$ cat src/rtl/msg_stream_pkg.sv
// Shared types and message ROM contents for msg_char_streamer.
// The ROM image holds every message back to back; MSG_BASE/MSG_LEN locate each one.
package msg_stream_pkg;

  typedef enum logic [2:0] {
    ST_IDLE  = 3'd0,
    ST_FETCH = 3'd1,
    ST_SEND  = 3'd2,
    ST_GAP   = 3'd3,
    ST_DONE  = 3'd4
  } state_t;

  localparam int          PKG_NUM_MSG = 4;
  localparam int          LEN_W       = 8;
  localparam int unsigned ROM_DEPTH   = 23;

  localparam logic [7:0] CHAR_CR = 8'h0D;
  localparam logic [7:0] CHAR_LF = 8'h0A;

  // msg0 "Soy de Zacapa", msg1 "Guatemala", msg2 "", msg3 "A"
  localparam logic [LEN_W-1:0] MSG_LEN  [PKG_NUM_MSG] = '{8'd13, 8'd9, 8'd0, 8'd1};
  localparam int unsigned      MSG_BASE [PKG_NUM_MSG] = '{0, 13, 22, 22};

  // Leftmost character of the literal is address 0.
  localparam logic [8*ROM_DEPTH-1:0] ROM_IMAGE = "Soy de ZacapaGuatemalaA";

  function automatic logic [7:0] rom_byte(input int unsigned addr);
    logic [8*ROM_DEPTH-1:0] img;
    img = ROM_IMAGE;
    if (addr < ROM_DEPTH) begin
      return img[8*(ROM_DEPTH-1-addr) +: 8];
    end
    return 8'h00;
  endfunction

endpackage

$ cat src/rtl/msg_char_streamer_if.sv
// Character stream toward a UART or display driver.
// Handshake: a byte transfers on a clk edge where char_valid and out_rdy are both 1;
// while char_valid=1 and out_rdy=0 the master holds char_out and char_idx stable.
interface msg_char_streamer_if #(
  parameter int IDX_W = 7
) ();

  logic [7:0]       char_out;
  logic             char_valid;
  logic [IDX_W-1:0] char_idx;
  logic             out_rdy;

  modport master (
    output char_out,
    output char_valid,
    output char_idx,
    input  out_rdy
  );

  modport slave (
    input  char_out,
    input  char_valid,
    input  char_idx,
    output out_rdy
  );

endinterface

$ cat src/rtl/msg_rom.sv
// Synchronous-read message ROM, one cycle of latency, output held between reads.
// With MSG_STREAM_CRLF_EN defined, indices len and len+1 read back CR and LF.
module msg_rom
  import msg_stream_pkg::*;
#(
  parameter int SEL_W = 2,
  parameter int IDX_W = 7
) (
  input  logic             clk,
  input  logic             rst_n,
  input  logic             ena,
  input  logic             rd_en,
  input  logic [SEL_W-1:0] sel,
  input  logic [IDX_W-1:0] idx,
  output logic [7:0]       data_o
);

  logic [7:0]       data_d;
  logic [7:0]       data_q;
  logic [LEN_W-1:0] len;
  logic [LEN_W-1:0] idx_ext;

  always_comb begin
    len     = MSG_LEN[sel];
    idx_ext = LEN_W'(idx);
    data_d  = 8'h00;
    if (idx_ext < len) begin
      data_d = rom_byte(MSG_BASE[sel] + 32'(idx));
    end
`ifdef MSG_STREAM_CRLF_EN
    else if (idx_ext == len) begin
      data_d = CHAR_CR;
    end else begin
      data_d = CHAR_LF;
    end
`endif
  end

  always_ff @(posedge clk) begin
    if (!rst_n) begin
      data_q <= 8'h00;
    end else if (ena && rd_en) begin
      data_q <= data_d;
    end
  end

  assign data_o = data_q;

endmodule

$ cat src/rtl/msg_char_streamer.sv
// Streams a stored ASCII message byte by byte over a valid/ready channel.
// Optional MSG_STREAM_CRLF_EN appends CR, LF after every message.
module msg_char_streamer
  import msg_stream_pkg::*;
#(
  parameter int NUM_MSG = 4,
  parameter int SEL_W   = 2,
  parameter int MAX_LEN = 128,
  parameter int IDX_W   = 7,
  parameter int RATE_W  = 16
) (
  input  logic                clk,
  input  logic                rst_n,
  input  logic                ena,
  input  logic [SEL_W-1:0]    msg_sel,
  input  logic                start,
  input  logic                loop_mode,
  input  logic [RATE_W-1:0]   rate_div,
  output logic                busy,
  output logic                done,
  output state_t              dbg_state_o,
  msg_char_streamer_if.master stream
);

  if (IDX_W != $clog2(MAX_LEN) || SEL_W != ((NUM_MSG > 1) ? $clog2(NUM_MSG) : 1)) begin : g_param_check
    $error("msg_char_streamer: IDX_W/SEL_W inconsistent with MAX_LEN/NUM_MSG");
  end

`ifdef MSG_STREAM_CRLF_EN
  localparam logic [LEN_W-1:0] TAIL_LEN = LEN_W'(2);
`else
  localparam logic [LEN_W-1:0] TAIL_LEN = LEN_W'(0);
`endif

  state_t            state_q;
  logic [SEL_W-1:0]  sel_q;
  logic              loop_q;
  logic [IDX_W-1:0]  idx_q;
  logic [RATE_W-1:0] gap_cnt_q;
  logic              valid_q;
  logic              busy_q;
  logic              done_q;

  logic [SEL_W-1:0]  sel_eff;
  logic [LEN_W-1:0]  cur_len;
  logic              last_byte;
  logic [7:0]        rom_data;

  // Out-of-range selects fall back to message 0.
  assign sel_eff   = (int'(msg_sel) < NUM_MSG) ? msg_sel : '0;
  assign cur_len   = MSG_LEN[sel_q] + TAIL_LEN;
  assign last_byte = (LEN_W'(idx_q) == (cur_len - LEN_W'(1)));

  msg_rom #(
    .SEL_W (SEL_W),
    .IDX_W (IDX_W)
  ) u_rom (
    .clk    (clk),
    .rst_n  (rst_n),
    .ena    (ena),
    .rd_en  (state_q == ST_FETCH),
    .sel    (sel_q),
    .idx    (idx_q),
    .data_o (rom_data)
  );

  always_ff @(posedge clk) begin
    if (!rst_n) begin
      state_q   <= ST_IDLE;
      sel_q     <= '0;
      loop_q    <= 1'b0;
      idx_q     <= '0;
      gap_cnt_q <= '0;
      valid_q   <= 1'b0;
      busy_q    <= 1'b0;
      done_q    <= 1'b0;
    end else if (ena) begin
      done_q <= 1'b0;
      case (state_q)
        ST_IDLE, ST_DONE: begin
          if (start) begin
            sel_q   <= sel_eff;
            loop_q  <= loop_mode;
            idx_q   <= '0;
            busy_q  <= 1'b1;
            state_q <= ST_FETCH;
          end else begin
            state_q <= ST_IDLE;
          end
        end
        ST_FETCH: begin
          // Only an empty message can reach FETCH with nothing to send.
          if (cur_len == '0) begin
            busy_q  <= 1'b0;
            done_q  <= 1'b1;
            state_q <= ST_DONE;
          end else begin
            valid_q <= 1'b1;
            state_q <= ST_SEND;
          end
        end
        ST_SEND: begin
          if (stream.out_rdy) begin
            valid_q <= 1'b0;
            if (last_byte && !loop_q) begin
              busy_q  <= 1'b0;
              done_q  <= 1'b1;
              state_q <= ST_DONE;
            end else begin
              idx_q <= last_byte ? '0 : idx_q + IDX_W'(1);
              if (rate_div != '0) begin
                gap_cnt_q <= rate_div;
                state_q   <= ST_GAP;
              end else begin
                state_q <= ST_FETCH;
              end
            end
          end
        end
        ST_GAP: begin
          if (gap_cnt_q <= RATE_W'(1)) begin
            state_q <= ST_FETCH;
          end else begin
            gap_cnt_q <= gap_cnt_q - RATE_W'(1);
          end
        end
        default: state_q <= ST_IDLE;
      endcase
    end
  end

  assign stream.char_out   = rom_data;
  assign stream.char_valid = valid_q;
  assign stream.char_idx   = idx_q;
  assign busy              = busy_q;
  assign done              = done_q;
  assign dbg_state_o       = state_q;

endmodule

$ cat src/flat_wrapper.sv
// flat-port wrapper written by rule: the top's interface ports become plain ports
module msg_char_streamer_flat import msg_stream_pkg::*;
#(
  parameter int NUM_MSG = 4,
  parameter int SEL_W   = 2,
  parameter int MAX_LEN = 128,
  parameter int IDX_W   = 7,
  parameter int RATE_W  = 16
)
  (clk, rst_n, ena, msg_sel, start, loop_mode, rate_div, busy, done, dbg_state_o, stream_char_out, stream_char_valid, stream_char_idx, stream_out_rdy);
  msg_char_streamer_if #(.IDX_W(IDX_W)) stream_i ();
  input  logic clk;
  input  logic rst_n;
  input  logic ena;
  input  logic [SEL_W-1:0] msg_sel;
  input  logic start;
  input  logic loop_mode;
  input  logic [RATE_W-1:0] rate_div;
  output logic busy;
  output logic done;
  output state_t dbg_state_o;
  output wire logic [$bits(stream_i.char_out)-1:0] stream_char_out;
  output wire logic [$bits(stream_i.char_valid)-1:0] stream_char_valid;
  output wire logic [$bits(stream_i.char_idx)-1:0] stream_char_idx;
  input wire logic [$bits(stream_i.out_rdy)-1:0] stream_out_rdy;
  assign stream_char_out = stream_i.char_out;
  assign stream_char_valid = stream_i.char_valid;
  assign stream_char_idx = stream_i.char_idx;
  assign stream_i.out_rdy = stream_out_rdy;
  msg_char_streamer #(.NUM_MSG(NUM_MSG), .SEL_W(SEL_W), .MAX_LEN(MAX_LEN), .IDX_W(IDX_W), .RATE_W(RATE_W)) u_core (.clk(clk), .rst_n(rst_n), .ena(ena), .msg_sel(msg_sel), .start(start), .loop_mode(loop_mode), .rate_div(rate_div), .busy(busy), .done(done), .dbg_state_o(dbg_state_o), .stream(stream_i));
endmodule
$ cat config.mk
export PLATFORM = sky130hd
export DESIGN_NAME = msg_char_streamer_flat
export DESIGN_NICKNAME = d
export VERILOG_FILES = /design/src/rtl/msg_stream_pkg.sv /design/src/rtl/msg_char_streamer_if.sv /design/src/rtl/msg_rom.sv /design/src/rtl/msg_char_streamer.sv /design/src/flat_wrapper.sv
export SDC_FILE = /design/constraint.sdc
export NUM_CORES = 1
export LEC_CHECK = 0
export ABC_CLOCK_PERIOD_IN_PS = 4600
export BUFFER_PORTS_ARGS = -buffer_cell sky130_fd_sc_hd__clkbuf_2
export CORE_ASPECT_RATIO = 0.7
export CORE_MARGIN = 2
export CORE_UTILIZATION = 50
export DETAILED_ROUTE_END_ITERATION = 12
export GPL_ROUTABILITY_DRIVEN = 0
export PLACE_DENSITY = 0.71
export RECOVER_POWER = 50
export SLEW_MARGIN = 10
export SYNTH_ARGS = -nofsm -noshare
export SYNTH_HDL_FRONTEND = slang
export SYNTH_HIERARCHICAL = 1
export SYNTH_SLANG_ARGS = --single-unit
$ cat constraint.sdc
create_clock -name clk -period 4.6 [get_ports clk]
set_input_delay 0.46 -clock clk [delete_from_list [all_inputs] [get_ports clk]]
set_output_delay 0.46 -clock clk [all_outputs]
set_load 0.05 [all_outputs]
==> flow_summary.json, run 1 <==
{
  "status": "finished clean",
  "die_x_um": 98.5,
  "slew-limit-headroom_pct": 44.1,
  "wl_per_cell_um": 15.5,
  "net-switching-power_uw": 285,
  "cts_resized": 0,
  "cp_max_fo": 9,
  "io_pins": 45,
  "grt_pass1_vias": 2961,
  "ys_ff_latch": 39,
  "max_freq_mhz": 272,
  "setup_viol": 0,
  "cap_violations": 0,
  "highest_layer": "met4",
  "cp-end-kind": "flip-flop",
  "viasPerCell": 6.17,
  "ys_top_cells_by_area": "dfxtp_1 25%, nand2_1 6.2%, nor2_1 5.4%",
  "drt_wl_total_um": 8100,
  "timing.rr.end": "u_core/u_rom/data_o[4]$_SDFFE_PN0P_",
  "synth.yosys.warnings": 6,
  "grt_max_degree": 38,
  "die_h_um": 70.1,
  "drtAntennaViolNets": 0,
  "cts_root_buffer": "clkbuf_8",
  "grt.total_usage_pct": 24.4,
  "hold_ws_ns": 0.385,
  "netlist_top_cells_count": "52 x nand2_1, 45 x nor2_1, 39 x dfxtp_1",
  "crit_type": "flip-flop to flip-flop",
  "syn_inst": 412,
  "regToRegSetupSlack_ns": 0.92,
  "finalPower_uw": 812,
  "p_clk_share_pct": 28.8,
  "start_util_pct": 51.0,
  "finalCritPeriodShare_pct": 79.9,
  "drive_above_1_share_pct": 12.4,
  "h-tree-depth": 2,
  "rsz0062_at_grt": "no",
  "syn-num-nets": 447,
  "rr_worst_depth": 10,
  "required_ns": 4.84,
  "dr.first_iter.drc_count": 253,
  "port_buffers": 43,
  "firstDrtPassIters": 5,
  "syn_area_sq_mm": 0.00312,
  "die-area_sq_mm": 0.00691,
  "coreArea_sq_mm": 0.00613,
  "clock_path_buffers": 2,
  "hold_path.startpoint": "loop_mode",
  "cts_num_sinks": 39,
  "yosysUniqueCellTypes": 77,
  "clk_pin_slew_ns": 0.08,
  "internal_power_uw": 527,
  "p_sw_share_pct": 35.1,
  "skew_ns": 0.00963,
  "clock_latency_ns": 0.29,
  "yosysMostFrequentCell": "nand2_1",
  "rr_startpoint": "u_core/sel_q[0]$_SDFFE_PN0P_",
  "ys_seq_area_share_pct": 25.0,
  "yosysTopAreaCell": "dfxtp_1",
  "powerDensity_mw_per_mm2": 241,
  "grt_pass1_wl_um": 14100,
  "post-route-min-period_ns": 3.68,
  "synth.avg_cell_area_sq_um": 7.58,
  "cts_hold_buf": 0,
  "cts_setup_buffers": 0,
  "power.share.sequential_pct": 44.8,
  "fin_nets": 478,
  "met1_length_um": 3960,
  "worstPathArrival_ns": 3.91,
  "antenna_found_initial": 0,
  "hold_depth": 3,
  "synth_edf_count": 0,
  "numCtsBuffers": 5,
  "p_comb_share_pct": 26.4,
  "dr_wl_met3_um": 546,
  "gr-total-overflow": 0,
  "hp-class": "input port to flip-flop",
  "num_vias": 3221,
  "slew_violations": 0,
  "hpwl_um": 6000,
  "power.leakage_uw": 0.00132,
  "tns_ns": 0,
  "fp-row-count": 24,
  "finalHoldViolCount": 0,
  "antennaDiodeCount": 0,
  "synth_top_area_share_pct": 25.0,
  "ys.flop_type": "dfxtp_1",
  "drcViolationCount": 0,
  "ys_async_sr_fraction_pct": 0,
  "worstSetupStartpointType": "flip-flop",
  "vdd_drop_max_v": 0.000123,
  "cts_tree": "done",
  "syn2layout_area_growth_pct": 8.09,
  "timing_worst_slew_pin_value_ns": 0.837,
  "hold_path_end": "u_core/loop_q$_SDFFE_PN0P_",
  "met2_length_um": 3570
}
-- cell families after synthesis --
logic type / count (synthesis) / synth area share [%]
xor gates and xnor gates: 13 / 4.49
AOI/OAI and AO/OA: 137 / 30.1
DFF: 39 / 25.0
muxes: 7 / 2.24
buffers and inverters: 33 / 5.49
adders and majority gates: 12 / 5.09
other: 1 / 0.120
and+or+nand+nor: 170 / 27.5
-- flip-flops by register name, indices dropped and copies added (netlist names) --
name and cells:
u_core/busy 1, u_core/sel_q 2, u_core/u_rom/data_o 7, u_core/gap_cnt_q 16, u_core/stream.char_idx 7, u_core/done 1, u_core/dbg_state_o 3, u_core/loop_q 1
u_core/stream.char_valid 1
-- layout make-up --
type                            count  area [sq um]
Fill cell                         632          2750
Sequential cell                    39           781
Clock inverter                      2          12.5
Multi-Input combinational cell    340          2170
Timing Repair Buffer               44           198
Tap cell                           78          97.6
Clock buffer                        6          72.6
Inverter                           13          48.8
-- through the flow --
step	std cells	area [sq um]	setup slack [ns]	util (%)
floorplan	412	3120	1.28	-
global placement	514	3320	1.10	54.2
detailed placement	514	3320	1.03	54.2
CTS	522	3410	0.988	55.6
global route	522	3380	0.694	55.1
finish	522	3380	0.924	55.1
-- critical path, cell delays in order, from the launching register on --
cell,delay (ns)
dfxtp_1,0.46
nor2b_1,0.62
and2_1,0.24
fa_1,0.49
ha_1,0.27
nand2_1,0.24
a21oi_2,0.12
or2_1,0.33
or3_4,0.42
a221oi_2,0.27
a22o_1,0.15
-- layer usage --
layer | up-vias | track usage, %
met5 | - | 0
met4 | 0 | 5.33
met3 | 4 | 3.70
met2 | 115 | 37.2
met1 | 1514 | 36.4
li1 | 1588 | -
-- worst max path at each step --
stage / startpoint / depth (start not counted) / end
after global routing: u_core/sel_q[0]$_SDFFE_PN0P_ / 10 / u_core/u_rom/data_o[4]$_SDFFE_PN0P_
after global placement: u_core/sel_q[1]$_SDFFE_PN0P_ / 11 / u_core/u_rom/data_o[4]$_SDFFE_PN0P_
after CTS: u_core/sel_q[1]$_SDFFE_PN0P_ / 11 / u_core/u_rom/data_o[4]$_SDFFE_PN0P_
final: u_core/sel_q[0]$_SDFFE_PN0P_ / 10 / u_core/u_rom/data_o[4]$_SDFFE_PN0P_
after detailed placement: u_core/sel_q[1]$_SDFFE_PN0P_ / 11 / u_core/u_rom/data_o[4]$_SDFFE_PN0P_
after floorplan: u_core/stream.char_idx[0]$_SDFFE_PN0P_ / 12 / u_core/u_rom/data_o[4]$_SDFFE_PN0P_
-- power by group through the flow --
stage / clock (uW) / sequential (uW) / combinational, uW
2_1_floorplan: 0 / 389 / 148
3_3_place_gp: 0 / 371 / 212
3_5_place_dp: 0 / 371 / 213
4_1_cts: 241 / 364 / 214
5_1_grt: 251 / 366 / 239
6_report: 234 / 364 / 215
-- cell usage in the layout, fill, tap and decap left out, types with 8 or more instances in the layout --
cell type	instances
nand3_1	13
nor2_1	45
o31ai_1	9
inv_1	13
o21ai_0	29
xnor2_1	8
ha_1	10
nand2_1	52
clkbuf_1	21
clkbuf_2	23
a21oi_1	29
nor3_1	15
a211oi_1	11
dfxtp_1	39
No activity file was read; power rests on OpenSTA's default activity.
==> inputs of run 2 (changes only) <==
ABC_CLOCK_PERIOD_IN_PS = 3600   (was 4600)
clock period = 3.6 ns   (was 4.6 ns; I/O delays follow)
==> flow_summary.json, run 2 (synthesized netlist as in run 1, its figures left out) <==
{
  "status": "finished clean",
  "firstDrtPassIters": 5,
  "place_area_sq_mm": 0.00337,
  "dr.first_iter.drc_count": 217,
  "cts_num_sinks": 39,
  "required_ns": 3.84,
  "clock_path_buffers": 2,
  "grt_pass1_wl_um": 13600,
  "skew_ns": 0.00734,
  "antenna_found_initial": 0,
  "coreArea_sq_mm": 0.00613,
  "clock_latency_ns": 0.29,
  "layout_commonest_cell": "nand2_1",
  "grt_pass1_vias": 2836,
  "power.leakage_uw": 0.00135,
  "finalHoldViolCount": 0,
  "fin_nets": 485,
  "setup_viol": 0,
  "hold_path.startpoint": "loop_mode",
  "syn2layout_area_growth_pct": 9.65,
  "timing.rr.end": "u_core/u_rom/data_o[4]$_SDFFE_PN0P_",
  "cts_hold_buf": 0,
  "clk_pin_slew_ns": 0.08,
  "worstPathArrival_ns": 3.54,
  "hold_depth": 3,
  "post-route-min-period_ns": 3.31,
  "slew-limit-headroom_pct": 54.5,
  "h-tree-depth": 2,
  "antennaDiodeCount": 0,
  "die-area_sq_mm": 0.00691,
  "port_buffers": 43,
  "net-switching-power_uw": 365,
  "finalInstanceArea_sq_mm": 0.00343,
  "rsz0062_at_grt": "no",
  "rr_startpoint": "u_core/sel_q[1]$_SDFFE_PN0P_",
  "drtAntennaViolNets": 0,
  "grt_max_degree": 38,
  "num_vias": 3205,
  "finalNonFillerCells": 529,
  "drive_above_1_share_pct": 13.5,
  "timing_worst_slew_pin_value_ns": 0.677,
  "cap_violations": 0,
  "final_cell_mix": "52 x nand2_1, 45 x nor2_1, 39 x dfxtp_1",
  "tns_ns": 0,
  "finalCritPeriodShare_pct": 91.9,
  "hold_path_end": "u_core/loop_q$_SDFFE_PN0P_",
  "p_comb_share_pct": 27.0,
  "vdd_drop_max_v": 0.000168,
  "wl_per_cell_um": 15.5,
  "cts_resized": 0,
  "max_flop_register": "u_core/gap_cnt_q",
  "slew_violations": 0,
  "cpPeakStageDelay_ns": 0.43,
  "die_h_um": 70.1,
  "max_freq_mhz": 302,
  "hp-class": "input port to flip-flop",
  "regToRegSetupSlack_ns": 0.29,
  "post-route-worst-setup-slack_ns": 0.293,
  "p_sw_share_pct": 35.0,
  "cts_root_buffer": "clkbuf_8",
  "gr-total-overflow": 0,
  "start_util_pct": 51.0,
  "path_cells": "or2_2 -> ha_1 -> a21o_1 -> a21oi_1 -> a211o_1 -> a21oi_2 -> or2_1 -> or3_4 -> a221oi_2 -> a22o_1",
  "place_ws_ns": 0.345,
  "cts_setup_buffers": 0,
  "fillers": 603,
  "cp-end-kind": "flip-flop",
  "largest_reg_flops": 16,
  "internal_power_uw": 677,
  "cp_max_fo": 10,
  "drt_wl_total_um": 8180,
  "rr_worst_depth": 10,
  "crit_type": "flip-flop to flip-flop",
  "grt.total_usage_pct": 23.8,
  "hpwl_um": 6170,
  "numCtsBuffers": 5,
  "io_pins": 45,
  "place_inst": 521,
  "power.share.sequential_pct": 44.4,
  "finalPower_uw": 1040,
  "crit_slowest_cell": "or3_4",
  "p_clk_share_pct": 28.6,
  "powerDensity_mw_per_mm2": 304,
  "viasPerCell": 6.06,
  "worstSetupStartpointType": "flip-flop",
  "die_x_um": 98.5,
  "fp-row-count": 24,
  "drcViolationCount": 0,
  "cts_tree": "done"
}
## run 2: cell count changes in the layout (fill, tap and decap cells not counted)
cell      previous run  this run
buf_4                1         7
clkbuf_1            21        22
## run 2: stage by stage
stage,utilization (%),hold slack [ns]
6_report,55.9,0.292
5_1_grt,55.9,0.307
4_1_cts,56.5,0.291
3_5_place_dp,55.1,0.442
3_3_place_gp,55.1,0.436
2_1_floorplan,-,0.449
## run 2: worst max-delay path, delay by kind of cell, from the launching register on
family                   cells  cell delay, ns
adder cells (fa/ha/maj)      1            0.35
AO/OA/AOI/OAI                6            1.42
flip-flops                   1            0.39
AND/OR/NAND/NOR              3            1.09
## run 2: power by group through the flow
stage	Clock, uW	Combinational, uW	Sequential, uW
after detailed placement	0	279	473
after floorplan	0	189	498
final	298	282	462
after global placement	0	278	472
after CTS	307	281	463
after global routing	328	309	466
## run 2: final cells by class
| class | instances | area, sq um | share of cell area (%) |
|---|---|---|---|
| tap | 78 | 97.6 | 2.85 |
| clock buffer | 6 | 72.6 | 2.12 |
| timing repair buffer | 51 | 246 | 7.20 |
| inverter | 13 | 48.8 | 1.42 |
| sequential | 39 | 781 | 22.8 |
| clock inverter | 2 | 12.5 | 0.365 |
| multi-input combinational | 340 | 2170 | 63.3 |
## run 2: how the worst max path moves through the flow
| stage | to | startpoint |
|---|---|---|
| floorplan | u_core/u_rom/data_o[4]$_SDFFE_PN0P_ | u_core/stream.char_idx[0]$_SDFFE_PN0P_ |
| detailed placement | u_core/u_rom/data_o[4]$_SDFFE_PN0P_ | u_core/sel_q[1]$_SDFFE_PN0P_ |
| global route | u_core/u_rom/data_o[4]$_SDFFE_PN0P_ | u_core/sel_q[1]$_SDFFE_PN0P_ |
| global placement | u_core/u_rom/data_o[4]$_SDFFE_PN0P_ | u_core/sel_q[1]$_SDFFE_PN0P_ |
| CTS | u_core/u_rom/data_o[4]$_SDFFE_PN0P_ | u_core/sel_q[1]$_SDFFE_PN0P_ |
| finish | u_core/u_rom/data_o[4]$_SDFFE_PN0P_ | u_core/sel_q[1]$_SDFFE_PN0P_ |
## run 2: routing by layer
metal  track usage, %  vias to the layer above  wire length, um
li1                 -                     1597                -
met1             36.0                     1505             4130
met3             4.10                        7              477
met2             35.6                       96             3520
met5                0                        -                0
met4             4.87                        0               55
==> inputs of run 3 (changes only) <==
CORE_MARGIN = 5   (was 2)
==> flow_summary.json, run 3 (synthesized netlist as in run 1, its figures left out) <==
{
  "cp-endpoint": "u_core/u_rom/data_o[4]$_SDFFE_PN0P_",
  "hpwl_um": 6260,
  "setup_viol": 0,
  "final_cell_mix": "52 x nand2_1, 45 x nor2_1, 39 x dfxtp_1",
  "largest_reg_flops": 16,
  "powerDensity_mw_per_mm2": 309,
  "net-switching-power_uw": 365,
  "finalHoldViolCount": 0,
  "hold_depth": 3,
  "layout_commonest_cell": "nand2_1",
  "rr_worst_depth": 10,
  "cts_resized": 0,
  "grt.total_usage_pct": 20.5,
  "fin_nets": 484,
  "tns_ns": 0,
  "cts_setup_buffers": 0,
  "clock_path_buffers": 2,
  "drcViolationCount": 0,
  "num_vias": 3277,
  "rsz0062_at_grt": "no",
  "start_util_pct": 50.8,
  "antennaDiodeCount": 0,
  "p_sw_share_pct": 34.5,
  "cts_num_sinks": 39,
  "p_clk_share_pct": 29.3,
  "cpPeakStageDelay_ns": 0.43,
  "max_flop_register": "u_core/gap_cnt_q",
  "grt_pass1_wl_um": 13900,
  "timing.rr.end": "u_core/u_rom/data_o[4]$_SDFFE_PN0P_",
  "vdd_drop_max_v": 0.000145,
  "crit_slowest_cell": "or3_4",
  "regToRegSetupSlack_ns": 0.27,
  "timing_worst_slew_pin_value_ns": 0.702,
  "skew_ns": 0.0132,
  "clk_pin_slew_ns": 0.08,
  "drive_above_1_share_pct": 13.4,
  "dr.first_iter.drc_count": 306,
  "port_buffers": 43,
  "slew_violations": 0,
  "slew-limit-headroom_pct": 52.8,
  "max_freq_mhz": 300,
  "h-tree-depth": 2,
  "path_cells": "or2_2 -> ha_1 -> a21o_1 -> a21oi_1 -> a211o_1 -> a21oi_2 -> or2_1 -> or3_4 -> a221oi_2 -> a22o_1",
  "worstPathArrival_ns": 3.57,
  "firstDrtPassIters": 6,
  "cap_violations": 0,
  "place_ws_ns": 0.335,
  "antenna_found_initial": 0,
  "grt_pass1_vias": 2896,
  "viasPerCell": 6.22,
  "wl_per_cell_um": 16.1,
  "multiInputGateArea_sq_mm": 0.00217,
  "grt_max_degree": 38,
  "critical_path_buf_inv_count": 0,
  "required_ns": 3.84,
  "numCtsBuffers": 5,
  "cts_tree": "done",
  "p_comb_share_pct": 27.1,
  "die_h_um": 76.1,
  "cp_max_fo": 10,
  "finalCritPeriodShare_pct": 92.6,
  "post-route-worst-setup-slack_ns": 0.267,
  "fp-row-count": 24,
  "cp-end-kind": "flip-flop",
  "rr_startpoint": "u_core/sel_q[0]$_SDFFE_PN0P_",
  "power.leakage_uw": 0.00135,
  "power.share.sequential_pct": 43.7,
  "internal_power_uw": 693,
  "crit_type": "flip-flop to flip-flop",
  "fillers": 605,
  "io_pins": 45,
  "seqCellArea_sq_um": 781,
  "gr-total-overflow": 0,
  "die-area_sq_mm": 0.00795,
  "crit_cells": 10,
  "drt_wl_total_um": 8500,
  "post-route-min-period_ns": 3.33,
  "cts_root_buffer": "clkbuf_8",
  "critPathLaunch": "u_core/sel_q[0]$_SDFFE_PN0P_",
  "critical-path-top-delay-family": "compound AO/OA/AOI/OAI gates",
  "status": "finished clean",
  "hp-class": "input port to flip-flop",
  "syn2layout_area_growth_pct": 9.49,
  "die_x_um": 104,
  "coreArea_sq_mm": 0.00616,
  "clock_latency_ns": 0.30,
  "drtAntennaViolNets": 0,
  "cts_hold_buf": 0,
  "worstSetupStartpointType": "flip-flop"
}
## run 3: cell count changes in the layout (fill, tap and decap cells not counted), sizes merged
cell | before | now
clkinvlp | 1 | 0
buf | 7 | 6
## run 3: worst min-delay path: stages
cell and delay, ns:
clkbuf_2 0.08, a21oi_1 0.05, nor2_1 0.07
## run 3: layer usage
metal | part of all wire, % | wire length, um | track usage (%)
met5 | 0 | 0 | 0
met4 | 1.0 | 86 | 4.53
met3 | 7.4 | 626 | 4.91
met2 | 43 | 3660 | 30.7
met1 | 49 | 4130 | 29.5
## run 3: area by class of cell
type | count | area share (%)
Sequential cell | 39 | 22.8
Tap cell | 78 | 2.85
Multi-Input combinational cell | 340 | 63.4
Clock buffer | 6 | 2.41
Inverter | 13 | 1.43
Timing Repair Buffer | 50 | 6.99
Clock inverter | 1 | 0.146
## run 3: worst min-delay path by stage
stage / slack, ns / to / startpoint
after floorplan: 0.45 / u_core/gap_cnt_q[15]$_SDFFE_PN0P_ / u_core/gap_cnt_q[15]$_SDFFE_PN0P_
after global placement: 0.44 / u_core/u_rom/data_o[1]$_SDFFE_PN0P_ / u_core/u_rom/data_o[1]$_SDFFE_PN0P_
after detailed placement: 0.45 / u_core/u_rom/data_o[1]$_SDFFE_PN0P_ / u_core/u_rom/data_o[1]$_SDFFE_PN0P_
after CTS: 0.29 / u_core/loop_q$_SDFFE_PN0P_ / loop_mode
after global routing: 0.33 / u_core/loop_q$_SDFFE_PN0P_ / loop_mode
final: 0.29 / u_core/loop_q$_SDFFE_PN0P_ / loop_mode
## run 3: power by group through the flow
stage / Sequential [uW] / Combinational (uW) / Clock, uW
3_3_place_gp: 471 / 279 / 0
2_1_floorplan: 498 / 189 / 0
6_report: 462 / 286 / 310
5_1_grt: 465 / 310 / 341
3_5_place_dp: 472 / 283 / 0
4_1_cts: 462 / 284 / 316
## run 3: metrics by stage
stage	total power [uW]	hold slack, ns	cell area [sq um]	utilization [%]	cells
after floorplan	686	0.449	3120	-	412
after global placement	751	0.435	3370	54.7	520
after detailed placement	755	0.446	3370	54.7	520
after CTS	1060	0.292	3450	56.1	527
after global routing	1120	0.334	3420	55.6	527
final	1060	0.295	3420	55.6	527
